$ cat src/rtl/wbuserialize.sv
// Pops CW-bit codewords and emits them MSB-first as printable chars, closing each burst with '\n'.
// First char one cycle after the pop; the byte stays held while i_tx_busy; keep-alive word after 2^LGIDLE quiet cycles.
module wbuserialize #(
  parameter int             CW        = 36,
  parameter int             LGIDLE    = 22,
  parameter logic [CW-1:0]  IDLE_WORD = '0
) (
  input  logic          i_clk,
  input  logic          i_reset_n,
  input  logic          i_fifo_valid,
  input  logic [CW-1:0] i_fifo_data,
  output logic          o_fifo_rd,
  output logic          o_tx_stb,
  output logic [7:0]    o_tx_byte,
  input  logic          i_tx_busy
);

  localparam int NCH  = CW / 6;
  localparam int CNTW = $clog2(NCH + 1);

  typedef enum logic [1:0] {S_IDLE, S_SHIFT, S_NL} state_t;

  state_t            state_q, state_d;
  logic [CW-1:0]     sreg_q, sreg_d;
  logic [CNTW-1:0]   cnt_q, cnt_d;
  logic              line_open_q, line_open_d;
  logic [LGIDLE-1:0] idle_cnt_q, idle_cnt_d;
  logic              tx_stb_d;
  logic [7:0]        tx_byte_d;

  logic              accept;
  logic              idle_max;
  logic              idle_load;
  logic [CW-1:0]     next_sreg;

  function automatic logic [7:0] char_map(input logic [5:0] v);
    logic [7:0] c;
    if (v < 6'd10)
      c = 8'h30 + {2'b00, v};
    else if (v < 6'd36)
      c = 8'h37 + {2'b00, v};
    else if (v < 6'd62)
      c = 8'h3D + {2'b00, v};
    else if (v == 6'd62)
      c = 8'h40;
    else
      c = 8'h25;
    return c;
  endfunction

  assign accept    = o_tx_stb && !i_tx_busy;
  assign idle_max  = &idle_cnt_q;
  assign idle_load = (state_q == S_IDLE) && !i_fifo_valid && !line_open_q && idle_max;
  assign next_sreg = sreg_q << 6;

  always_comb begin
    state_d     = state_q;
    sreg_d      = sreg_q;
    cnt_d       = cnt_q;
    line_open_d = line_open_q;
    tx_stb_d    = o_tx_stb;
    tx_byte_d   = o_tx_byte;
    o_fifo_rd   = 1'b0;

    case (state_q)
      S_IDLE: begin
        tx_stb_d = 1'b0;
        // Fresh data beats the newline so a refilled FIFO keeps the burst on one line.
        if (i_fifo_valid) begin
          o_fifo_rd = i_reset_n;
          sreg_d    = i_fifo_data;
          cnt_d     = CNTW'(NCH);
          state_d   = S_SHIFT;
          tx_stb_d  = 1'b1;
          tx_byte_d = char_map(i_fifo_data[CW-1 -: 6]);
        end else if (line_open_q) begin
          state_d   = S_NL;
          tx_stb_d  = 1'b1;
          tx_byte_d = 8'h0A;
        end else if (idle_max) begin
          sreg_d    = IDLE_WORD;
          cnt_d     = CNTW'(NCH);
          state_d   = S_SHIFT;
          tx_stb_d  = 1'b1;
          tx_byte_d = char_map(IDLE_WORD[CW-1 -: 6]);
        end
      end
      S_SHIFT: begin
        if (accept) begin
          sreg_d      = next_sreg;
          cnt_d       = cnt_q - CNTW'(1);
          line_open_d = 1'b1;
          if (cnt_q == CNTW'(1)) begin
            state_d  = S_IDLE;
            tx_stb_d = 1'b0;
          end else begin
            tx_byte_d = char_map(next_sreg[CW-1 -: 6]);
          end
        end
      end
      S_NL: begin
        if (accept) begin
          line_open_d = 1'b0;
          state_d     = S_IDLE;
          tx_stb_d    = 1'b0;
        end
      end
      default: begin
        state_d  = S_IDLE;
        tx_stb_d = 1'b0;
      end
    endcase
  end

  always_comb begin
    idle_cnt_d = idle_cnt_q;
    if (accept || i_fifo_valid || idle_load)
      idle_cnt_d = '0;
    else if (state_q == S_IDLE && !idle_max)
      idle_cnt_d = idle_cnt_q + LGIDLE'(1);
  end

  always_ff @(posedge i_clk) begin
    if (!i_reset_n) begin
      state_q     <= S_IDLE;
      sreg_q      <= '0;
      cnt_q       <= '0;
      line_open_q <= 1'b0;
      idle_cnt_q  <= '0;
      o_tx_stb    <= 1'b0;
      o_tx_byte   <= 8'h00;
    end else begin
      state_q     <= state_d;
      sreg_q      <= sreg_d;
      cnt_q       <= cnt_d;
      line_open_q <= line_open_d;
      idle_cnt_q  <= idle_cnt_d;
      o_tx_stb    <= tx_stb_d;
      o_tx_byte   <= tx_byte_d;
    end
  end

endmodule

$ cat config.mk
export PLATFORM = sky130hd
export DESIGN_NAME = wbuserialize
export DESIGN_NICKNAME = d
export VERILOG_FILES = /design/src/rtl/wbuserialize.sv
export SDC_FILE = /design/constraint.sdc
export NUM_CORES = 1
export LEC_CHECK = 0
export CAP_MARGIN = 20
export CORE_ASPECT_RATIO = 0.9
export CORE_UTILIZATION = 45
export CTS_CLUSTER_SIZE = 20
export DETAILED_ROUTE_END_ITERATION = 7
export GPL_TIMING_DRIVEN = 0
export PLACE_DENSITY = 0.67
export SYNTH_ARGS = -nofsm -noshare
export SYNTH_HDL_FRONTEND = slang
export SYNTH_SLANG_ARGS = --single-unit
$ cat constraint.sdc
create_clock -name i_clk -period 3.1 [get_ports i_clk]
set_input_delay 0.62 -clock i_clk [delete_from_list [all_inputs] [get_ports i_clk]]
set_output_delay 0.62 -clock i_clk [all_outputs]
set_load 0.005 [all_outputs]
==> impl_metrics.json, run 1 <==
{
  "critical_path_class": "input port to output pin",
  "ys_seq_elements": 66,
  "cts_tree": "built",
  "crit_path_end_kind": "output pin",
  "regToRegSetupSlack_ps": 530,
  "drive_gt1_frac": 0.0607,
  "core-area_sq_um": 8770,
  "yosysTopAreaCell": "dfxtp_1",
  "die_area_sq_um": 9640,
  "grt_pass1_wl_um": 18200,
  "row_count": 32,
  "synth-compound-area-share": 0.285,
  "syn_inst": 531,
  "outcome": "completed",
  "crit_path_cell_trace": "clkdlybuf4s50_1 -> inv_1 -> nor3_1 -> clkdlybuf4s50_1",
  "synthMostInstantiatedCell": "dfxtp_1",
  "fin_crit_ps": 2930,
  "drc": 0,
  "area_growth_pct": 20.8,
  "ios": 50,
  "cts_num_sinks": 66,
  "ys.flop_type": "dfxtp_1",
  "synth_top_family_by_area": "compound AO/OA/AOI/OAI gates",
  "synth_xor_area_frac": 0.0273,
  "hold_path.class": "flop to flop",
  "dp_slack_ps": 18.3,
  "synth-simple-area-share": 0.225,
  "synth.cells.most_frequent": "66 x dfxtp_1, 54 x nand2_1, 48 x a21oi_1, 44 x nand3_1, 34 x nor2_1",
  "gr-usage-all-layers": 0.242,
  "synth.avg_cell_area_sq_um": 7.84,
  "vias": 4324,
  "cts-buffers-inserted": 9,
  "wl_per_cell_um": 16.1,
  "synth_fa_ha_area_frac": 0.0451,
  "cts_buffer_depth": 2,
  "skew_ps": 10.8,
  "fmax_mhz": 342,
  "path_delay_family": "buffers and inverters",
  "die_h_um": 93.3,
  "slew_viol_final": 0,
  "max_slew_margin": 0.350,
  "hpwl_um": 8370,
  "cts_setup_buffers": 0,
  "synthMuxAreaShare": 0.0267,
  "tightest_slew_ps": 965,
  "cpPeakStageDelay_ps": 590,
  "grt_setup_unrepaired": "no",
  "ys_warn_count": 0,
  "period_share": 0.944,
  "grt_max_degree": 13,
  "n_antenna_cell": 0,
  "ant_nets": 0,
  "h-tree-depth": 3,
  "initial_core_util": 0.475,
  "path_clk_slew_ps": 80,
  "critPathArrivalTime_ps": 2310,
  "grt_pass1_vias": 3792,
  "async_flop_share": 0,
  "synth_top_area_share": 0.317,
  "overflow": 0,
  "finalSetupViolations": 0,
  "routabilityCongestion": 0.892,
  "required_ps": 2480,
  "dr.pass1.iters": 5,
  "drt-initial-drc-count": 284,
  "synth_edf_count": 0,
  "die_x_um": 103,
  "synthTopCellsByArea": "dfxtp_1 32%, a311oi_1 6.1%, a21oi_1 5.8%, nand3_1 5.3%, nand2_1 4.9%",
  "fin_setup_tns_ps": 0,
  "path_buf_inv": 3,
  "synthesis.area_sq_um": 4160,
  "synth_nets": 586,
  "cts_resized": 0,
  "via_per_inst": 6.07,
  "port_buffers": 48,
  "powerDensity_nw_per_um2": 470,
  "fill_cells": 831,
  "antenna_found_initial": 0,
  "hold_violations": 0,
  "crit_top_cell": "clkdlybuf4s50_1",
  "wirelength_um": 11400,
  "cts_root_buf": "clkbuf_8",
  "synth.distinct_cells": 63,
  "nets": 644,
  "p_leak_nw": 1.66,
  "cp-start-kind": "input port",
  "ys_seq_area_frac": 0.317,
  "critPathMaxFanout": 14,
  "peakVddDrop_v": 0.000242,
  "insertion_delay_ps": 360,
  "worst_slack_ps": 174,
  "max_cap_violations": 0,
  "cpMaxStageDelayCell": "clkdlybuf4s50_1"
}
-- power by group --
group,internal (mW),total [mW],switching (mW),leakage (nW)
registers,0.902,0.943,0.0415,0.540
logic,0.231,0.521,0.290,1.00
clock network,0.534,0.898,0.364,0.116
-- cell type report --
cell class | instances | area, sq um | share of cell area
Tap cell | 119 | 149 | 0.0296
Sequential cell | 66 | 1320 | 0.263
Multi-Input combinational cell | 402 | 2540 | 0.505
Clock buffer | 9 | 124 | 0.0246
Clock inverter | 6 | 115 | 0.0229
Timing Repair Buffer | 48 | 480 | 0.0955
Buffer | 43 | 226 | 0.0450
Inverter | 19 | 71.3 | 0.0142
-- through the flow --
| stage | area, sq um | cells | hold slack [ps] | util | power, mW |
|---|---|---|---|---|---|
| final | 5030 | 712 | 468 | 0.573 | 2.36 |
| after global routing | 5030 | 712 | 505 | 0.573 | 2.46 |
| after CTS | 5030 | 713 | 466 | 0.574 | 2.36 |
| after detailed placement | 4790 | 698 | 449 | 0.547 | 1.48 |
| after global placement | 4790 | 698 | 448 | 0.547 | 1.47 |
| after floorplan | 4160 | 531 | 435 | - | 1.29 |
-- logic make-up after synthesis --
family,count (synthesis)
XOR/XNOR,13
AND/OR/NAND/NOR,191
multiplexers,11
other,1
AO/OA/AOI/OAI,171
adder cells (fa/ha/maj),15
buffers and inverters,63
flip-flops,66
-- worst reg2reg max path, stage by stage, from the launching register on --
cell     delay (ps)
dfxtp_1         380
ha_1            230
nand2_1          90
or4_1           520
buf_6           160
o31ai_1         560
buf_2           320
o21ai_0         100
a31oi_1         160
-- what timing repair did --
item	4_1_cts	5_1_grt
hold buffers	0	0
hold endpoints to repair	0	0
setup endpoints to repair	0	1
-- metal layers --
layer / routed length (um) / GRT usage
met5: 0 / 0
met4: 97 / 0.0493
met3: 635 / 0.0493
met2: 5350 / 0.389
met1: 5360 / 0.333
-- registers in the layout, summed over array words and instances, names as in the netlist --
signal       flops
state_q          2
sreg_q          30
cnt_q            3
line_open_q      1
idle_cnt_q      22
o_tx_byte        7
o_tx_stb         1
-- worst paths after layout --
kind / cells past startpoint / to / start
hold reg to reg: 2 / sreg_q[0] / sreg_q[0]
setup / recovery: 4 / o_fifo_rd / i_reset_n
setup reg to reg: 8 / o_tx_byte[1] / idle_cnt_q[0]
hold / removal: 2 / sreg_q[0] / sreg_q[0]
-- layout by cell type (no fill, tap or decap), types with 3 or more instances in the layout --
master | netlist | routed
a2111oi_0 | 3 | 3
a211o_1 | 5 | 5
a211oi_1 | 6 | 6
a21oi_1 | 48 | 48
a22oi_1 | 3 | 3
a311oi_1 | 29 | 29
a31oi_1 | 7 | 7
and2_1 | 4 | 4
buf_2 | 3 | 3
buf_6 | 5 | 5
bufinv_16 | 0 | 3
clkbuf_1 | 33 | 32
clkbuf_8 | 0 | 9
clkdlybuf4s50_1 | 0 | 48
dfxtp_1 | 66 | 66
ha_1 | 15 | 15
inv_1 | 19 | 19
mux2i_1 | 10 | 10
nand2_1 | 54 | 54
nand2b_1 | 5 | 5
nand3_1 | 44 | 44
nand4_1 | 7 | 7
nor2_1 | 34 | 34
nor2b_1 | 4 | 4
nor3_1 | 8 | 8
nor4_1 | 6 | 6
o211ai_1 | 4 | 4
o21a_1 | 3 | 3
o21ai_0 | 28 | 28
o31ai_1 | 5 | 5
o32ai_1 | 3 | 3
or2_2 | 4 | 4
or3_1 | 7 | 7
or4_1 | 4 | 4
xnor2_1 | 12 | 12
(Power assumes the default switching activity.)
==> run 2: changes to the inputs <==
- CORE_MARGIN: not set -> 5
==> run 2 against run 1 <==
  * Final cell count grew 0.56%
  * Wire length grew 1.3%
  * Worst setup slack gained 18 ps
  * Clock power shrank 29%
  * Total power shrank 11%
  * Sequential share of layout area grew 0.33 points
  * Non-clock buffer count is the same
  * Count of clock-buffer cells in the layout is the same
  * Critical path type unchanged
==> impl_metrics.json, run 2 (synthesized netlist as in run 1, its figures left out) <==
{
  "outcome": "completed",
  "slew_viol_final": 0,
  "nets": 644,
  "regMostFlops": "sreg_q",
  "ctsHoldBuffers": 0,
  "dr.pass1.iters": 5,
  "crit_path_end_kind": "output pin",
  "critical_path_class": "input port to output pin",
  "ios": 50,
  "cts_buffer_depth": 2,
  "required_ps": 2480,
  "grt_setup_unrepaired": "no",
  "core-area_sq_um": 9080,
  "layout_common_cells": "66 x dfxtp_1, 54 x nand2_1, 48 x a21oi_1, 48 x clkdlybuf4s50_1, 44 x nand3_1",
  "cts_root_buf": "clkbuf_8",
  "dp_slack_ps": -16.5,
  "fill_cells": 870,
  "initial_core_util": 0.458,
  "fin_total_pwr_mw": 2.10,
  "multi_input_area_sq_um": 2550,
  "largest_reg_flops": 30,
  "die_x_um": 111,
  "gr-usage-all-layers": 0.209,
  "grt_max_degree": 13,
  "path_clk_slew_ps": 80,
  "critPathArrivalTime_ps": 2290,
  "p_leak_nw": 1.63,
  "vias": 4236,
  "cp-start-kind": "input port",
  "drc": 0,
  "fmax_mhz": 344,
  "regArea_sq_um": 1320,
  "final_common_cell": "dfxtp_1",
  "wirelength_um": 11600,
  "fin_crit_ps": 2910,
  "ant_nets": 0,
  "drive_gt1_frac": 0.0640,
  "hpwl_um": 8640,
  "cts_setup_buffers": 0,
  "via_per_inst": 5.92,
  "critPathMaxFanout": 14,
  "powerDensity_nw_per_um2": 423,
  "max_cap_violations": 0,
  "period_share": 0.938,
  "final_area_sq_um": 4970,
  "insertion_delay_ps": 340,
  "grt_pass1_wl_um": 19700,
  "finalSetupViolations": 0,
  "grt_pass1_vias": 4060,
  "hold_violations": 0,
  "hold_path.class": "flop to flop",
  "tightest_slew_ps": 983,
  "port_buffers": 48,
  "row_count": 33,
  "cts_num_sinks": 66,
  "antenna_found_initial": 0,
  "die_h_um": 101,
  "die_area_sq_um": 11300,
  "wl_per_cell_um": 16.2,
  "h-tree-depth": 3,
  "worst_slack_ps": 192,
  "drt-initial-drc-count": 311,
  "dpl-instance-area_sq_um": 4800,
  "routabilityCongestion": 0.877,
  "overflow": 0,
  "cts_tree": "built",
  "n_antenna_cell": 0,
  "cts_resized": 1,
  "reg_top3": "sreg_q (30), idle_cnt_q (22), o_tx_byte (7)",
  "skew_ps": 9.49,
  "peakVddDrop_v": 0.000242,
  "area_growth_pct": 19.3,
  "max_slew_margin": 0.339,
  "cts-buffers-inserted": 9
}
==> run 2: changes by cell type in the layout (fill, tap and decap cells not counted) <==
cell / delta
clkinv_2: +4
bufinv_16: -3
clkinvlp_4: +1
clkinv_4: -1
nor3_1: -1
nor3_2: +1
==> run 2: worst paths after layout <==
path                            slack [ps]     startpoint  cells after the start         end
worst max-delay path                   190      i_reset_n                      4   o_fifo_rd
worst min-delay path                   460      sreg_q[0]                      2   sreg_q[0]
worst min register to register         460      sreg_q[0]                      2   sreg_q[0]
worst max register to register         520  idle_cnt_q[0]                      9  sreg_q[23]
==> run 2: layout make-up <==
class / instances / share of cell area
multi-input combinational: 402 / 0.513
inverter: 19 / 0.0144
tap: 122 / 0.0307
timing repair buffer: 48 / 0.0967
clock inverter: 7 / 0.00882
clock buffer: 9 / 0.0249
buffer: 43 / 0.0456
sequential: 66 / 0.266
==> run 2: per-layer routing <==
layer | routed length [um] | GRT usage | vias to the layer above
met4 | 156 | 0.0599 | 0
met3 | 630 | 0.0430 | 16
met1 | 5430 | 0.280 | 1993
met5 | 0 | 0 | -
met2 | 5370 | 0.343 | 116
li1 | - | - | 2111
==> run 2: metrics by stage <==
stage               TNS [ps]  hold slack [ps]  std cells   util
detailed placement     -16.5              456        701  0.528
CTS                        0              468        717  0.547
floorplan                  0              435        531      -
finish                     0              462        716  0.547
global placement       -2.96              446        701  0.528
global route               0              499        716  0.547
==> run 2: critical path: stages <==
cell and delay, ps:
clkdlybuf4s50_1 590, inv_1 270, nor3_2 270, clkdlybuf4s50_1 540
==> run 2: report_power, final <==
part	switching, mW	total, mW	internal, mW
logic	0.290	0.521	0.231
registers	0.0420	0.944	0.902
clock network	0.348	0.635	0.287
total	0.680	2.10	1.42
